### src/rtl/host_write_buffer_if.sv
// host_write_buffer_if
//   Bundles the host write channel and the controller read channel of the
//   host write buffer.
//   Host write channel : host_valid, host_ready, host_addr, host_data
//   Controller channel : buffer_empty, buffer_read_enable, buffer_addr,
//                        buffer_data, buffer_count
//   Status             : underflow (sticky), clear_flags
//   master : the host/controller side that drives requests and pops
//   slave  : the buffer itself
interface host_write_buffer_if #(
  parameter int BUFFER_LENGTH = 16,
  parameter int DATA_WIDTH    = 32,
  parameter int DEPTH         = 16
);
  localparam int CW = $clog2(DEPTH) + 1;

  logic                     host_valid;
  logic                     host_ready;
  logic [BUFFER_LENGTH-1:0] host_addr;
  logic [DATA_WIDTH-1:0]    host_data;
  logic                     buffer_empty;
  logic                     buffer_read_enable;
  logic [BUFFER_LENGTH-1:0] buffer_addr;
  logic [DATA_WIDTH-1:0]    buffer_data;
  logic [CW-1:0]            buffer_count;
  logic                     underflow;
  logic                     clear_flags;

  modport master (
    output host_valid, host_addr, host_data, buffer_read_enable, clear_flags,
    input  host_ready, buffer_empty, buffer_addr, buffer_data, buffer_count,
           underflow
  );

  modport slave (
    input  host_valid, host_addr, host_data, buffer_read_enable, clear_flags,
    output host_ready, buffer_empty, buffer_addr, buffer_data, buffer_count,
           underflow
  );
endinterface

### src/rtl/host_write_buffer.sv
// host_write_buffer
//   Upstream stage of the NN accelerator controller. Stores host write
//   transactions (address + data) in a FIFO and presents the head entry
//   first-word-fall-through from registered outputs.
//   clk   : clock, rising edge
//   reset : asynchronous, active-high
//   bus   : host_write_buffer_if.slave (host write channel, controller pop
//           channel, buffer_count, sticky underflow with clear_flags)
//
//   state      | meaning
//   HEAD_EMPTY | no entry stored; head registers hold their last value
//   HEAD_VALID | head registers hold a copy of the entry at rd_ptr
module host_write_buffer #(
  parameter int BUFFER_LENGTH = 16,
  parameter int DATA_WIDTH    = 32,
  parameter int DEPTH         = 16
) (
  input  logic                clk,
  input  logic                reset,
  host_write_buffer_if.slave  bus
);
  localparam int IW = $clog2(DEPTH);
  localparam int PW = IW + 1;
  localparam int EW = BUFFER_LENGTH + DATA_WIDTH;

  typedef enum logic {
    HEAD_EMPTY = 1'b0,
    HEAD_VALID = 1'b1
  } head_state_e;

  logic [EW-1:0] mem_q [DEPTH];

  logic [PW-1:0] wr_ptr_q, wr_ptr_d;
  logic [PW-1:0] rd_ptr_q, rd_ptr_d;
  logic [PW-1:0] count_d;
  head_state_e   state_q, state_d;
  logic [EW-1:0] head_q, head_d;
  logic          underflow_q, underflow_d;

  logic          full;
  logic          wr_en;
  logic          pop;
  logic [EW-1:0] next_entry;

  always_comb begin
    full     = (wr_ptr_q[IW-1:0] == rd_ptr_q[IW-1:0]) &&
               (wr_ptr_q[IW] != rd_ptr_q[IW]);
    wr_en    = bus.host_valid & ~full;
    pop      = bus.buffer_read_enable & (state_q == HEAD_VALID);
    wr_ptr_d = wr_ptr_q + PW'(wr_en);
    rd_ptr_d = rd_ptr_q + PW'(pop);
    count_d  = wr_ptr_d - rd_ptr_d;
    // The entry that becomes the head is either already in storage or is
    // the one being written this cycle (head empty, or last entry popped).
    if (rd_ptr_d == wr_ptr_q) begin
      next_entry = {bus.host_addr, bus.host_data};
    end else begin
      next_entry = mem_q[rd_ptr_d[IW-1:0]];
    end
  end

  always_comb begin
    state_d = state_q;
    head_d  = head_q;
    case (state_q)
      HEAD_EMPTY: begin
        if (count_d != '0) begin
          state_d = HEAD_VALID;
          head_d  = next_entry;
        end
      end
      HEAD_VALID: begin
        if (pop) begin
          if (count_d == '0) begin
            state_d = HEAD_EMPTY;
          end else begin
            head_d  = next_entry;
          end
        end
      end
      default: state_d = HEAD_EMPTY;
    endcase
  end

  always_comb begin
    underflow_d = underflow_q;
    if (bus.clear_flags) begin
      underflow_d = 1'b0;
    end else if (bus.buffer_read_enable && (state_q == HEAD_EMPTY)) begin
      underflow_d = 1'b1;
    end
  end

  always_ff @(posedge clk or posedge reset) begin
    if (reset) begin
      wr_ptr_q    <= '0;
      rd_ptr_q    <= '0;
      state_q     <= HEAD_EMPTY;
      head_q      <= '0;
      underflow_q <= 1'b0;
    end else begin
      wr_ptr_q    <= wr_ptr_d;
      rd_ptr_q    <= rd_ptr_d;
      state_q     <= state_d;
      head_q      <= head_d;
      underflow_q <= underflow_d;
    end
  end

  // Storage is deliberately not reset.
  always_ff @(posedge clk) begin
    if (wr_en) begin
      mem_q[wr_ptr_q[IW-1:0]] <= {bus.host_addr, bus.host_data};
    end
  end

  assign bus.host_ready   = ~full;
  assign bus.buffer_empty = (state_q == HEAD_EMPTY);
  assign bus.buffer_addr  = head_q[EW-1:DATA_WIDTH];
  assign bus.buffer_data  = head_q[DATA_WIDTH-1:0];
  assign bus.buffer_count = wr_ptr_q - rd_ptr_q;
  assign bus.underflow    = underflow_q;

endmodule

### src/flat_wrapper.sv
// flat-port wrapper written by rule: the top's interface ports become plain ports
module host_write_buffer_flat 
#(
  parameter int BUFFER_LENGTH = 16,
  parameter int DATA_WIDTH    = 32,
  parameter int DEPTH         = 16
)
  (clk, reset, bus_host_valid, bus_host_addr, bus_host_data, bus_buffer_read_enable, bus_clear_flags, bus_host_ready, bus_buffer_empty, bus_buffer_addr, bus_buffer_data, bus_buffer_count, bus_underflow);
  host_write_buffer_if #(.BUFFER_LENGTH(BUFFER_LENGTH), .DATA_WIDTH(DATA_WIDTH), .DEPTH(DEPTH)) bus_i ();
  input  logic clk;
  input  logic reset;
  input wire logic [$bits(bus_i.host_valid)-1:0] bus_host_valid;
  input wire logic [$bits(bus_i.host_addr)-1:0] bus_host_addr;
  input wire logic [$bits(bus_i.host_data)-1:0] bus_host_data;
  input wire logic [$bits(bus_i.buffer_read_enable)-1:0] bus_buffer_read_enable;
  input wire logic [$bits(bus_i.clear_flags)-1:0] bus_clear_flags;
  output wire logic [$bits(bus_i.host_ready)-1:0] bus_host_ready;
  output wire logic [$bits(bus_i.buffer_empty)-1:0] bus_buffer_empty;
  output wire logic [$bits(bus_i.buffer_addr)-1:0] bus_buffer_addr;
  output wire logic [$bits(bus_i.buffer_data)-1:0] bus_buffer_data;
  output wire logic [$bits(bus_i.buffer_count)-1:0] bus_buffer_count;
  output wire logic [$bits(bus_i.underflow)-1:0] bus_underflow;
  assign bus_i.host_valid = bus_host_valid;
  assign bus_i.host_addr = bus_host_addr;
  assign bus_i.host_data = bus_host_data;
  assign bus_i.buffer_read_enable = bus_buffer_read_enable;
  assign bus_i.clear_flags = bus_clear_flags;
  assign bus_host_ready = bus_i.host_ready;
  assign bus_buffer_empty = bus_i.buffer_empty;
  assign bus_buffer_addr = bus_i.buffer_addr;
  assign bus_buffer_data = bus_i.buffer_data;
  assign bus_buffer_count = bus_i.buffer_count;
  assign bus_underflow = bus_i.underflow;
  host_write_buffer #(.BUFFER_LENGTH(BUFFER_LENGTH), .DATA_WIDTH(DATA_WIDTH), .DEPTH(DEPTH)) u_core (.clk(clk), .reset(reset), .bus(bus_i));
endmodule
### config.mk
export PLATFORM = sky130hd
export DESIGN_NAME = host_write_buffer_flat
export DESIGN_NICKNAME = d
export VERILOG_FILES = /design/src/rtl/host_write_buffer_if.sv /design/src/rtl/host_write_buffer.sv /design/src/flat_wrapper.sv
export SDC_FILE = /design/constraint.sdc
export NUM_CORES = 1
export LEC_CHECK = 0
export CORE_AREA = 4 4 290 292
export CTS_CLUSTER_SIZE = 14
export DETAILED_ROUTE_END_ITERATION = 10
export DIE_AREA = 0 0 294 296
export PLACE_DENSITY = 0.67
export SLEW_MARGIN = 0
export SYNTH_ARGS = -nofsm -noshare
export SYNTH_HDL_FRONTEND = slang
export SYNTH_SLANG_ARGS = --single-unit
export TNS_END_PERCENT = 50
### constraint.sdc
create_clock -name clk -period 5.4 [get_ports clk]
set_input_delay 1.62 -clock clk [delete_from_list [all_inputs] [get_ports clk]]
set_output_delay 1.62 -clock clk [all_outputs]
set_load 0.05 [all_outputs]
==> summary.md <==
| Metric | Value |
|---|---|
| Status | finished, final reports clean |
| Main synth FF type | edfxtp_1 |
| Clock transition at the registers of the reported paths | 0.05 ns |
| Dpl hpwl | 38.03 mm |
| F_max | 200.2 MHz |
| Total Routing Usage GR | 17.03% |
| Initial Utilization | 39.73% |
| Vias | 15,400 |
| Slew HR | 28.04% |
| Crit path cell chain | inv_1 -> ha_1 -> fa_1 -> inv_1 -> a21o_1 -> a21oi_1 -> xor2_1 -> clkdlybuf4s50_1 |
| Setup WS post-layout | 0.4045 ns |
| Leak | 12.39 nW |
| Max-capacitance violation count | 0 |
| Setup violators final | 0 |
| Initial antenna violation count | 5 |
| Pwr Total | 24.30 mW |
| Pre-CTS setup slack | 0.2990 ns |
| Count leader, synth | edfxtp_1 |
| Share of layout cells above drive strength 1 | 27.64% |
| Peak VDD IR | 0.6324 mV |
| FF+latch count, synth | 828 |
| Placed instance area | 35,490 sq um |
| Die Ht | 296 um |
| Crit share post-route | 92.51% |
| Area share of the largest cell type after synthesis | 71.15% |
| DRC viols | 0 |
| Post-route minimum period | 4.996 ns |
| First-pass GRT wire length | 109.8 mm |
| Worst EP required | 3.78 ns |
| Initial DRC count | 1,436 |
| Post-layout nets | 1,727 |
| CTS buffer count | 85 |
| Die Width | 294 um |
| Post-Layout Cell Count | 2,808 |
| Area Overhead vs Synth | 18.70% |
| CP max stage cell | clkdlybuf4s50_1 |
| Hold Crit Class | reg2reg |
| Detailed-route vias per instance | 5.485 |
| CP startpoint kind | register |
| Most used cell, CP | inv_1 |
| Final core occ | 47.16% |
| Design Area, Final | 38,470 sq um |
| Pins Over Slew Limit | 0 |
| Core footprint | 81,580 sq um |
| GPL Wtd Cong | 0.7566 |
| Critical path fanouts, max | 9 |
| Die area | 87,020 sq um |
| Post-synth top cells | 768 x edfxtp_1, 192 x mux4_2, 79 x mux2_2 |
| # H-tree levels | 3 |
| Worst Tran Pin Value | 1.079 ns |
| Yosys cell types | 37 |
| CTS sink cnt | 828 |
| Gate Count Post-Synth | 1,498 |
| Worst hold stages | 1 |
| Worst-Skew Late Latency | 0.65 ns |
| Post-CTS Resized | 0 |
| Gr ovfl total | 0 |
| R2r worst-path depth | 14 |
| Number of routed nets with antenna violations | 0 |
| FP Rows | 105 |
| Ys async rst share | 7.246% |
| Port-buffer cells | 108 |
| Critical Path AT | 3.38 ns |
| CP Capture Type | output pin |
| Post-CTS setup buffers | 0 |
| DR pass1 iterations | 7 |
| CTS Hold Bufs | 0 |
| Vias in the first global route | 16,500 |
| Root Buffer | clkbuf_16 |
| Register area share after synthesis | 75.78% |
| Syn avg cell area | 21.64 sq um |
| DRT Wirelength | 73.27 mm |
| Yosys warns | 0 |
| Io pins | 109 |
| Post-Syn Nets | 1,564 |
| Pin count of the biggest net entering global routing | 97 |
| Crit Path Category | reg2out |
| Clk_skew | 0.02741 ns |
| CP max stage delay | 0.82 ns |
| Power per cell area | 631.6 nW/um^2 |
| R2r setup slk | 0.98 ns |
| TritonCTS clock tree | yes |
| Clock buffer depth | 3 |
| Synthesized area | 32,410 sq um |
| Yosys top cell by area | edfxtp_1 |
| # placed instances | 2,644 |
| Total Neg Setup Slack | 0 ns |
| Post-synth EDFFs | 768 |
| Synth area leaders | edfxtp_1 71%, mux4_2 13%, dfrtp_1 4.6%, mux2_2 2.7%, mux2i_1 1.5% |
| WL/cell | 26.09 um |
| Count of final hold-check violations | 0 |
| Fin Hold WS | 0.5059 ns |
| RSZ-0062 raised after global routing | false |
power by group:
part | internal, mW | total [mW] | switching (mW)
sequential | 7.89 | 8.26 | 0.363
combinational | 4.63 | 10.0 | 5.38
clock | 3.55 | 6.04 | 2.49
total | 16.1 | 24.3 | 8.23
metal layers:
layer / global-route usage (%) / part of all wire, % / vias up
met3: 2.786 / 5.3 / 89
met2: 28.28 / 50 / 435
li1: - / - / 6538
met5: 0 / 0 / -
met1: 23.58 / 43 / 8341
met4: 4.787 / 1.8 / 0
cell families (layout without fill, tap and decap cells):
group                    after synthesis  in the layout  share of synthesized area, %
flip-flops                           828            828                         75.78
AO/OA/AOI/OAI                        107            107                         2.069
multiplexers                         338            338                         18.22
AND/OR/NAND/NOR                       93             93                         1.602
adder cells (fa/ha/maj)               13             13                        0.5250
other                                  0              5                             0
XOR/XNOR                              18             18                        0.5328
buffers and inverters                101            336                         1.266
layout make-up:
class	count	area, sq um
Fill cell	6551	43110
Sequential cell	828	24560
Multi-Input combinational cell	569	7625
Clock buffer	107	2300
Timing Repair Buffer	160	1897
Tap cell	1070	1339
Clock inverter	52	671.9
Inverter	17	65.06
Antenna cell	5	12.51
cell usage in the layout (no fill, tap or decap), types with 4 or more instances in the layout:
master | Yosys | final
clkbuf_8 | 0 | 9
clkinv_1 | 1 | 15
a211oi_1 | 48 | 48
xnor2_1 | 8 | 8
inv_1 | 16 | 15
nor2_1 | 17 | 5
xor2_1 | 8 | 8
mux2_1 | 17 | 17
nand3_1 | 9 | 9
clkinvlp_4 | 0 | 7
mux2_2 | 79 | 79
buf_4 | 2 | 18
clkinv_16 | 0 | 5
mux2i_1 | 50 | 50
a21oi_1 | 51 | 51
clkbuf_16 | 0 | 85
clkinv_2 | 0 | 11
nor2_4 | 0 | 12
bufinv_16 | 0 | 10
nand2_1 | 4 | 4
dfrtp_1 | 60 | 60
and2_1 | 50 | 50
mux4_2 | 192 | 192
diode_2 | 0 | 5
clkdlybuf4s50_1 | 0 | 108
buf_12 | 0 | 34
clkbuf_1 | 53 | 13
ha_1 | 12 | 10
edfxtp_1 | 768 | 768
worst max-delay path, delay by kind of cell (launching register included):
family	cells	cell delay [ns]
buffers and inverters	3	1.07
adders and majority gates	2	0.66
DFF	1	0.68
xor gates and xnor gates	1	0.14
AOI/OAI and AO/OA	2	0.19
worst paths after layout:
check | startpoint | endpoint
worst max-delay path | u_core.wr_ptr_q[0] | bus_buffer_count[4]
worst min-delay path | u_core.head_q[0] | u_core.head_q[0]
worst max register to register | u_core.wr_ptr_q[0] | u_core.head_q[7]
worst min register to register | u_core.head_q[0] | u_core.head_q[0]
max in group asynchronous | reset | u_core.head_q[37]
min in group asynchronous | reset | u_core.head_q[20]
state kept, by name (all words and copies together), names as in the netlist:
name                  count
u_core.mem_q            768
u_core.head_q            48
u_core.rd_ptr_q           5
u_core.wr_ptr_q           5
u_core.bus.underflow      1
u_core.state_q            1
No activity file was read; power rests on OpenSTA's default activity.
